<file path="src/rtl/alu_exec_stage_if.sv">
// rtl/alu_exec_stage_if.sv - handshake and payload bundle for the ALU execute stage
// Purpose: groups the upstream (op in) and downstream (result out) channels.
// Ports (slave view, as seen by alu_exec_stage):
//   in : InValid, ALUCtrl[3:0], BusA[WIDTH], BusB[WIDTH], OutReady
//   out: InReady, OutValid, ALUResult[WIDTH], Zero, Negative, Carry, Overflow, IllegalOp
interface alu_exec_stage_if #(
    parameter int WIDTH = 64
);
    logic             InValid;
    logic             InReady;
    logic [3:0]       ALUCtrl;
    logic [WIDTH-1:0] BusA;
    logic [WIDTH-1:0] BusB;
    logic             OutValid;
    logic             OutReady;
    logic [WIDTH-1:0] ALUResult;
    logic             Zero;
    logic             Negative;
    logic             Carry;
    logic             Overflow;
    logic             IllegalOp;

    modport master (
        output InValid, ALUCtrl, BusA, BusB, OutReady,
        input  InReady, OutValid, ALUResult, Zero, Negative, Carry, Overflow, IllegalOp
    );

    modport slave (
        input  InValid, ALUCtrl, BusA, BusB, OutReady,
        output InReady, OutValid, ALUResult, Zero, Negative, Carry, Overflow, IllegalOp
    );
endinterface

</file>
<file path="src/rtl/alu_exec_stage.sv">
// rtl/alu_exec_stage.sv - registered ALU execute stage with one-entry skid buffer
// Purpose: computes result + NZCV + IllegalOp at accept time and presents them one
//          cycle later; OR (output register) and SK (skid register) form a 2-deep FIFO.
// Ports:
//   CLK   - clock, rising edge
//   Reset - asynchronous, active-high
//   bus   - alu_exec_stage_if.slave (op channel in, result channel out)
module alu_exec_stage #(
    parameter int WIDTH = 64
) (
    input  logic              CLK,
    input  logic              Reset,
    alu_exec_stage_if.slave   bus
);
    localparam logic [3:0] OP_AND  = 4'b0000;
    localparam logic [3:0] OP_ORR  = 4'b0001;
    localparam logic [3:0] OP_ADD  = 4'b0010;
    localparam logic [3:0] OP_SUB  = 4'b0110;
    localparam logic [3:0] OP_PASS = 4'b0111;

    // Entry layout: {ill, n, z, c, v, result}
    localparam int PW  = WIDTH + 5;
    localparam int MSB = WIDTH - 1;

    logic [PW-1:0]    r_or_data;
    logic             r_or_valid;
    logic [PW-1:0]    r_sk_data;
    logic             r_sk_valid;

    logic [WIDTH:0]   w_sum;
    logic [WIDTH-1:0] w_res;
    logic             w_c;
    logic             w_v;
    logic             w_ill;
    logic [PW-1:0]    w_entry;
    logic             w_accept;
    logic             w_or_free;

    always_comb begin
        w_sum = '0;
        w_res = '0;
        w_c   = 1'b0;
        w_v   = 1'b0;
        w_ill = 1'b0;
        case (bus.ALUCtrl)
            OP_ADD: begin
                w_sum = {1'b0, bus.BusA} + {1'b0, bus.BusB};
                w_res = w_sum[MSB:0];
                w_c   = w_sum[WIDTH];
                w_v   = (bus.BusA[MSB] == bus.BusB[MSB]) && (w_res[MSB] != bus.BusA[MSB]);
            end
            OP_SUB: begin
                // Two's-complement subtract; carry-out set means no borrow.
                w_sum = {1'b0, bus.BusA} + {1'b0, ~bus.BusB} + (WIDTH+1)'(1);
                w_res = w_sum[MSB:0];
                w_c   = w_sum[WIDTH];
                w_v   = (bus.BusA[MSB] != bus.BusB[MSB]) && (w_res[MSB] != bus.BusA[MSB]);
            end
            OP_AND:  w_res = bus.BusA & bus.BusB;
            OP_ORR:  w_res = bus.BusA | bus.BusB;
            OP_PASS: w_res = bus.BusB;
            default: w_ill = 1'b1;
        endcase
    end

    assign w_entry   = {w_ill, w_res[MSB], (w_res == '0), w_c, w_v, w_res};
    // InReady depends only on r_sk_valid, so no OutReady->InReady combinational path.
    assign w_accept  = bus.InValid && !r_sk_valid;
    assign w_or_free = !r_or_valid || bus.OutReady;

    always_ff @(posedge CLK or posedge Reset) begin
        if (Reset) begin
            r_or_valid <= 1'b0;
            r_or_data  <= '0;
            r_sk_valid <= 1'b0;
            r_sk_data  <= '0;
        end else if (w_or_free) begin
            if (r_sk_valid) begin
                // Skid drains first to keep FIFO order; no accept possible this cycle.
                r_or_data  <= r_sk_data;
                r_or_valid <= 1'b1;
                r_sk_valid <= 1'b0;
            end else if (w_accept) begin
                r_or_data  <= w_entry;
                r_or_valid <= 1'b1;
            end else begin
                r_or_valid <= 1'b0;
            end
        end else if (w_accept) begin
            // OR held by backpressure: park the new op in the skid slot.
            r_sk_data  <= w_entry;
            r_sk_valid <= 1'b1;
        end
    end

    assign bus.InReady   = !r_sk_valid;
    assign bus.OutValid  = r_or_valid;
    assign bus.ALUResult = r_or_data[MSB:0];
    assign bus.Overflow  = r_or_data[WIDTH];
    assign bus.Carry     = r_or_data[WIDTH+1];
    assign bus.Zero      = r_or_data[WIDTH+2];
    assign bus.Negative  = r_or_data[WIDTH+3];
    assign bus.IllegalOp = r_or_data[WIDTH+4];
endmodule

</file>
<file path="src/flat_wrapper.sv">
// flat-port wrapper written by rule: the top's interface ports become plain ports
module alu_exec_stage_flat 
#(
    parameter int WIDTH = 64
)
  (CLK, Reset, bus_InValid, bus_ALUCtrl, bus_BusA, bus_BusB, bus_OutReady, bus_InReady, bus_OutValid, bus_ALUResult, bus_Zero, bus_Negative, bus_Carry, bus_Overflow, bus_IllegalOp);
  alu_exec_stage_if #(.WIDTH(WIDTH)) bus_i ();
  input  logic CLK;
  input  logic Reset;
  input wire logic [$bits(bus_i.InValid)-1:0] bus_InValid;
  input wire logic [$bits(bus_i.ALUCtrl)-1:0] bus_ALUCtrl;
  input wire logic [$bits(bus_i.BusA)-1:0] bus_BusA;
  input wire logic [$bits(bus_i.BusB)-1:0] bus_BusB;
  input wire logic [$bits(bus_i.OutReady)-1:0] bus_OutReady;
  output wire logic [$bits(bus_i.InReady)-1:0] bus_InReady;
  output wire logic [$bits(bus_i.OutValid)-1:0] bus_OutValid;
  output wire logic [$bits(bus_i.ALUResult)-1:0] bus_ALUResult;
  output wire logic [$bits(bus_i.Zero)-1:0] bus_Zero;
  output wire logic [$bits(bus_i.Negative)-1:0] bus_Negative;
  output wire logic [$bits(bus_i.Carry)-1:0] bus_Carry;
  output wire logic [$bits(bus_i.Overflow)-1:0] bus_Overflow;
  output wire logic [$bits(bus_i.IllegalOp)-1:0] bus_IllegalOp;
  assign bus_i.InValid = bus_InValid;
  assign bus_i.ALUCtrl = bus_ALUCtrl;
  assign bus_i.BusA = bus_BusA;
  assign bus_i.BusB = bus_BusB;
  assign bus_i.OutReady = bus_OutReady;
  assign bus_InReady = bus_i.InReady;
  assign bus_OutValid = bus_i.OutValid;
  assign bus_ALUResult = bus_i.ALUResult;
  assign bus_Zero = bus_i.Zero;
  assign bus_Negative = bus_i.Negative;
  assign bus_Carry = bus_i.Carry;
  assign bus_Overflow = bus_i.Overflow;
  assign bus_IllegalOp = bus_i.IllegalOp;
  alu_exec_stage #(.WIDTH(WIDTH)) u_core (.CLK(CLK), .Reset(Reset), .bus(bus_i));
endmodule
</file>
<file path="config.mk">
export PLATFORM = sky130hd
export DESIGN_NAME = alu_exec_stage_flat
export DESIGN_NICKNAME = d
export VERILOG_FILES = /design/src/rtl/alu_exec_stage_if.sv /design/src/rtl/alu_exec_stage.sv /design/src/flat_wrapper.sv
export SDC_FILE = /design/constraint.sdc
export NUM_CORES = 1
export LEC_CHECK = 0
export CORE_MARGIN = 2
export CORE_UTILIZATION = 46
export DETAILED_ROUTE_END_ITERATION = 10
export GPL_ROUTABILITY_DRIVEN = 0
export PLACE_DENSITY = 0.69
export SLEW_MARGIN = 10
export SYNTH_ARGS = -nofsm -noshare
export SYNTH_HDL_FRONTEND = slang
export SYNTH_SLANG_ARGS = --single-unit
</file>
<file path="constraint.sdc">
create_clock -name CLK -period 13.95 [get_ports CLK]
set_input_delay 2.79 -clock CLK [delete_from_list [all_inputs] [get_ports CLK]]
set_output_delay 2.79 -clock CLK [all_outputs]
set_load 0.01 [all_outputs]
</file>
# After elaboration in Yosys (flattened, before gate mapping)

Cells that the tools add are included.

Input port bits: 136
Register bits: 140

Eq/ne operators: 8
Bitwise gates (word level): 4
Mux-type cells: 10
$add $sub $neg: 3
Reduce and logical (&&, ||, !) cells: 13

Operator list:

| cell                                           | number |
|---|---|
| case mux 64 bit (5 select lines)               | 1 |
| two-way mux 69 bit                             | 2 |
| adder 64 x 64 -> 65 bit                        | 2 |
| adder 65 x 1 -> 65 bit (second input constant) | 1 |
| bitwise AND 64 bit                             | 1 |
| zero test 64 bit                               | 1 |
| inverter 64 bit                                | 1 |
| bitwise OR 64 bit                              | 1 |
| == test 4 x 3 -> 1 bit (second input constant) | 2 |
| two-way mux 1 bit                              | 5 |
| OR reduction 5 bit                             | 1 |
| == test 4 x 1 -> 1 bit (second input constant) | 1 |
| == test 4 x 2 -> 1 bit (second input constant) | 1 |
| zero test 4 bit                                | 1 |
| case mux 1 bit (2 select lines)                | 2 |
| AND reduction 2 bit                            | 2 |
| nonzero test 2 bit                             | 2 |
| logical AND 1 bit                              | 3 |
| inequality test 1 bit                          | 3 |
| zero test 1 bit                                | 2 |
| == test 1 bit                                  | 1 |
| logical OR 1 bit                               | 1 |
| inverter 1 bit                                 | 1 |

# Depth between registers and ports, before layout

Depth in word-level cells: 8
Gate-level depth with buffers: 18
Depth with buffers taken out: 18

# Worst setup path before layout

OpenSTA, ideal clock, no wires.

Path kind: input to register
From: input port bus_BusA[0]
To: register u_core.r_or_data[66]
Path slack: 7.154 ns
Arrival: 6.716 ns
Data required time: 13.870 ns
Stages: 18
Cells stage by stage: inv_1 ha_1 inv_1 fa_1 nor3b_1 o31ai_2 a21oi_2 nor4_4 o31ai_2 a21o_2 a2111oi_2 nor2_1 nor4bb_1 nand4_1 or4_1 or3_1 nor4b_2 a2bb2oi_1

Longest elaborated chain between the ends: 6
Elaborated cells on any way between the ends: 9
Those cells by class: 3 x add/sub; 3 x mux; 2 x bitwise; 1 x reduce/logical

RTL lines:

| element                            | line                 | text |
|---|---|---|
| start, declared                    | flat_wrapper.sv:12   | `input wire logic [$bits(bus_i.BusA)-1:0] bus_BusA;` |
| adder 64 x 64 -> 65 bit            | alu_exec_stage.sv:54 | `w_sum = {1'b0, bus.BusA} + {1'b0, ~bus.BusB} + (WIDTH+1)'(1);` |
| adder 65 x 1 -> 65 bit             | alu_exec_stage.sv:54 |  |
| case mux 64 bit (5 select lines) * | alu_exec_stage.sv:45 | `case (bus.ALUCtrl)` |
| zero test 64 bit *                 | alu_exec_stage.sv:66 | `assign w_entry = {w_ill, w_res[MSB], (w_res == '0), w_c, w_v, w_res};` |
| two-way mux 69 bit *               | alu_exec_stage.sv:83 | `end else if (w_accept) begin` |
| two-way mux 69 bit *               | alu_exec_stage.sv:78 | `if (r_sk_valid) begin` |
| end signal, assigned               | alu_exec_stage.sv:80 | `r_or_data <= r_sk_data;` |
| end signal, assigned               | alu_exec_stage.sv:84 | `r_or_data <= w_entry;` |
| end, declared                      | alu_exec_stage.sv:25 | `logic [PW-1:0] r_or_data;` |

Mark *: on every way between the ends. The rest lies on a longest branch, timed or not. The select of a mux whose other input is x is not followed.
A chain may end at the register's enable or synchronous reset.

# Worst setup path after layout

From: input port bus_BusB[12]
To: register u_core.r_or_data[66]

Longest elaborated chain between the ends: 7
Elaborated cells on any way between the ends: 10
Those cells by class: 3 x add/sub; 3 x mux; 3 x bitwise; 1 x reduce/logical

RTL lines:

| element                            | line                 | text |
|---|---|---|
| start, declared                    | flat_wrapper.sv:13   | `input wire logic [$bits(bus_i.BusB)-1:0] bus_BusB;` |
| inverter 64 bit                    | alu_exec_stage.sv:54 |  |
| adder 64 x 64 -> 65 bit            | alu_exec_stage.sv:54 |  |
| adder 65 x 1 -> 65 bit             | alu_exec_stage.sv:54 |  |
| case mux 64 bit (5 select lines) * | alu_exec_stage.sv:45 |  |
| zero test 64 bit *                 | alu_exec_stage.sv:66 |  |
| two-way mux 69 bit *               | alu_exec_stage.sv:83 |  |
| two-way mux 69 bit *               | alu_exec_stage.sv:78 |  |

Marked as above.

==> metrics.csv <==
stage,metric,value,unit
run_status,status,completed,
timing,RSZ-0062 raised after global routing,false,
critical_path,crit-path leading delay family,compound AO/OA/AOI/OAI gates,
job,Max-Cap Viols,0,
critical_path,Setup crit start kind,input port,
global_routing,vias in the first global route,19236,
routing,Initial DRT Pass Iterations,9,
placement,Detail Placement HPWL,55900,um
timing,Fin Setup TNS,0,ns
critical_path,CP Max Fanout,12,
clock_network,# H-tree levels,4,
global_routing,All-Layer GR Usage,33.9,%
finish,fillers,3797,
logic_synthesis,asr flop ratio synth,100,%
global_routing,total congestion overflow,0,
timing,Final Critical Period,8.62,ns
logic_synthesis,Synth area leaders,"dfrtp_1 (19%), ha_1 (14%), a21oi_1 (7.6%)",
finish,fin nets,3017,
placement,Buffers on Ports,206,
routing,post-detailed-route DRC marker count,0,
clock_network,CTS Root Cell,clkbuf_16,
routing,vias per cell,6.57,
logic_synthesis,net count after synthesis,2925,
timing,Slew Limit Fails,0,
power,maximum VDD drop,0.0784,mV
floorplan,IO Pins,207,
worst_hold_path,min-delay worst type,flip-flop to flip-flop,
logic_synthesis,Mapped Area,0.0182,mm^2
power,Psw,773,uW
global_routing,initial antenna violation count,3,
power,clock network fraction of design power,24.3,%
critical_path,Setup crit end kind,flip-flop,
logic_synthesis,Post-synth EDFFs,0,
clock_network,post-cts resize count,0,
clock_network,"Setup Fix Bufs, Post-CTS",0,
logic_synthesis,mean post-synth cell area,7.04,um^2
logic_synthesis,Synth Instances,2579,
logic_synthesis,"count leader, synth",nand2_1,
logic_synthesis,"Distinct cells, synth",102,
critical_path,Setup CP Type,input port to flip-flop,
critical_path,worst path cell trace,clkdlybuf4s50_1 -> inv_1 -> ha_1 -> a21oi_1 -> o21ai_0 -> a221oi_1 -> a21boi_0 -> a2111oi_0 -> o21bai_1 -> a21o_1 -> a2111oi_0 -> nor3_1 -> nand4_1 -> or4_1 -> or3_1 -> nor4b_2 -> a2bb2oi_1,
finish,Final Util,54.2,%
placement,placed insts,3170,
critical_path,WP buf/inv,2,
timing,Least-Margin Pin Slew,1.26,ns
finish,Non-Filler Instances,3206,
clock_network,Sink Count,138,
timing,max_slew headroom,13.5,%
floorplan,Vert. Die Dim,203,um
routing,routed wire length,72200,um
clock_network,hold_buf cts,0,
logic_synthesis,"top cells by count, synth","nand2_1 (329), a21oi_1 (276), o21ai_0 (244)",
power,sw frac,43.1,%
critical_path,crit path DAT,8.94,ns
floorplan,Die W,203,um
timing,endpoints failing setup,0,
critical_path,CP max-delay cell,nor3_1,
floorplan,FP Rows,72,
clock_network,clk slew on worst S/H paths,0.07,ns
logic_synthesis,yosys warns,0,
clock_network,buffer levels on the longest clock path,2,
logic_synthesis,"Top FF cell, synth",dfrtp_1,
power,Tot Pwr,1790,uW
timing,Fmax,0.116,GHz
floorplan,area of the die,0.0411,mm^2
power,PwrDens,85.3,mW/mm^2
logic_synthesis,top cell type's share of synthesized area,19.0,%
floorplan,Initial Utilization,46.8,%
routing,initial drt markers,3279,
finish,Reg area,0.00346,mm^2
floorplan,CORE AREA,0.0388,mm^2
global_routing,largest net degree at the start of global routing,137,
clock_network,CTS tree,built,
routing,via count,21062,
finish,area of the multi-input gates,0.0133,mm^2
timing,clock skew,0.0111,ns
routing,Antenna Nets Post-Route,0,
power,P_int,1020,uW
power,combinational power share,46.4,%
logic_synthesis,Yosys top cell by area,dfrtp_1,
timing,final worst slack,5.33,ns
logic_synthesis,Seq cells post-synth,138,
timing,Final Hold Vio Count,0,
critical_path,Crit path largest cell delay,0.75,ns
placement,post-place setup slack,5.23,ns
critical_path,CP dominant cell by count,a2111oi_0,
finish,layout cells sized above 1,4.21,%
global_routing,first-pass GRT wire length,110000,um
clock_network,Num CTS Buffers,17,
critical_path,Critical Path RT,14.27,ns
finish,Area Overhead vs Synth,15.8,%
logic_synthesis,sequential fraction of the synthesis area,19.0,%
timing,final period utilization,61.8,%
routing,WL/cell,22.5,um
power,Static Leak,0.00913,uW
clock_network,worst skew pair latency,0.42,ns
power,power share of the sequential group,29.3,%
worst min-delay path, stage by stage (launching register included):
cell and delay, ns:
dfrtp_1 0.34, nand2_1 0.05, nand2_1 0.06
state kept, by name, indices dropped and copies added (netlist names):
signal and count:
u_core.bus.OutValid 1, u_core.r_or_data 68, u_core.r_sk_data 68, u_core.r_sk_valid 1
area by class of cell:
cell class                 instances  share of cell area, %
sequential                       138                   16.4
tap                              518                   3.08
clock inverter                    15                  0.714
timing repair buffer             227                   10.5
inverter                         211                   3.79
clock buffer                      17                   2.02
multi-input combinational       2076                   63.4
antenna                            4                 0.0476
per-layer routing:
metal | wire, um | vias up | track usage [%]
li1 | - | 9515 | -
met1 | 29200 | 9730 | 46.4
met2 | 28800 | 1453 | 49.3
met3 | 9400 | 364 | 8.27
met4 | 4850 | 0 | 17.6
met5 | 0 | - | 0
cell families (layout without fill, tap and decap cells):
family	count (synthesis)	count (layout)	share of synthesized area, %
mux	25	25	1.38
simple gates	882	882	22.8
compound gates	931	931	33.0
flops	138	138	19.0
other cells	0	4	0
fa+ha+maj	210	210	14.6
xor+xnor	28	28	1.35
buf+inv	365	470	7.88
stage by stage:
stage	hold slack (ns)	area [um^2]
final	0.474	21000
after global placement	0.457	20400
after detailed placement	0.462	20400
after CTS	0.477	21000
after floorplan	0.445	18200
after global routing	0.499	21000
power groups by stage:
stage	Combinational (uW)	Clock (uW)	Sequential, uW
global placement	784	0	530
detailed placement	798	0	533
CTS	802	443	526
floorplan	476	0	536
finish	832	436	526
global route	893	461	535
cell usage in the layout, fill, tap and decap left out, types with 35 or more instances in the layout:
master	netlist	routed
nand3_1	56	56
o211ai_1	41	41
a21oi_1	276	276
inv_1	206	205
o31ai_1	35	35
ha_1	208	208
nand4_1	41	41
nor2_1	226	225
nand2_1	329	329
clkdlybuf4s50_1	0	205
nor4_1	48	47
dfrtp_1	138	137
o21ai_0	244	244
nor3_1	60	59
worst paths after layout:
| check | from | end | slack (ns) | cells past startpoint |
|---|---|---|---|---|
| min in group asynchronous | Reset | u_core.r_or_data[46]$_DFFE_PP0P_ | 2.90 | 2 |
| worst min-delay path | u_core.r_sk_data[52]$_DFFE_PP0P_ | u_core.r_sk_data[52]$_DFFE_PP0P_ | 0.47 | 2 |
| worst max register to register | u_core.r_sk_valid$_DFFE_PP0P_ | u_core.r_sk_data[66]$_DFFE_PP0P_ | 10.75 | 5 |
| worst max-delay path | bus_BusB[12] | u_core.r_or_data[66]$_DFFE_PP0P_ | 5.33 | 17 |
| max in group asynchronous | Reset | u_core.r_sk_valid$_DFFE_PP0P_ | 9.76 | 3 |
| worst min register to register | u_core.r_sk_data[52]$_DFFE_PP0P_ | u_core.r_sk_data[52]$_DFFE_PP0P_ | 0.47 | 2 |
Power figures use the tool's default switching activity.
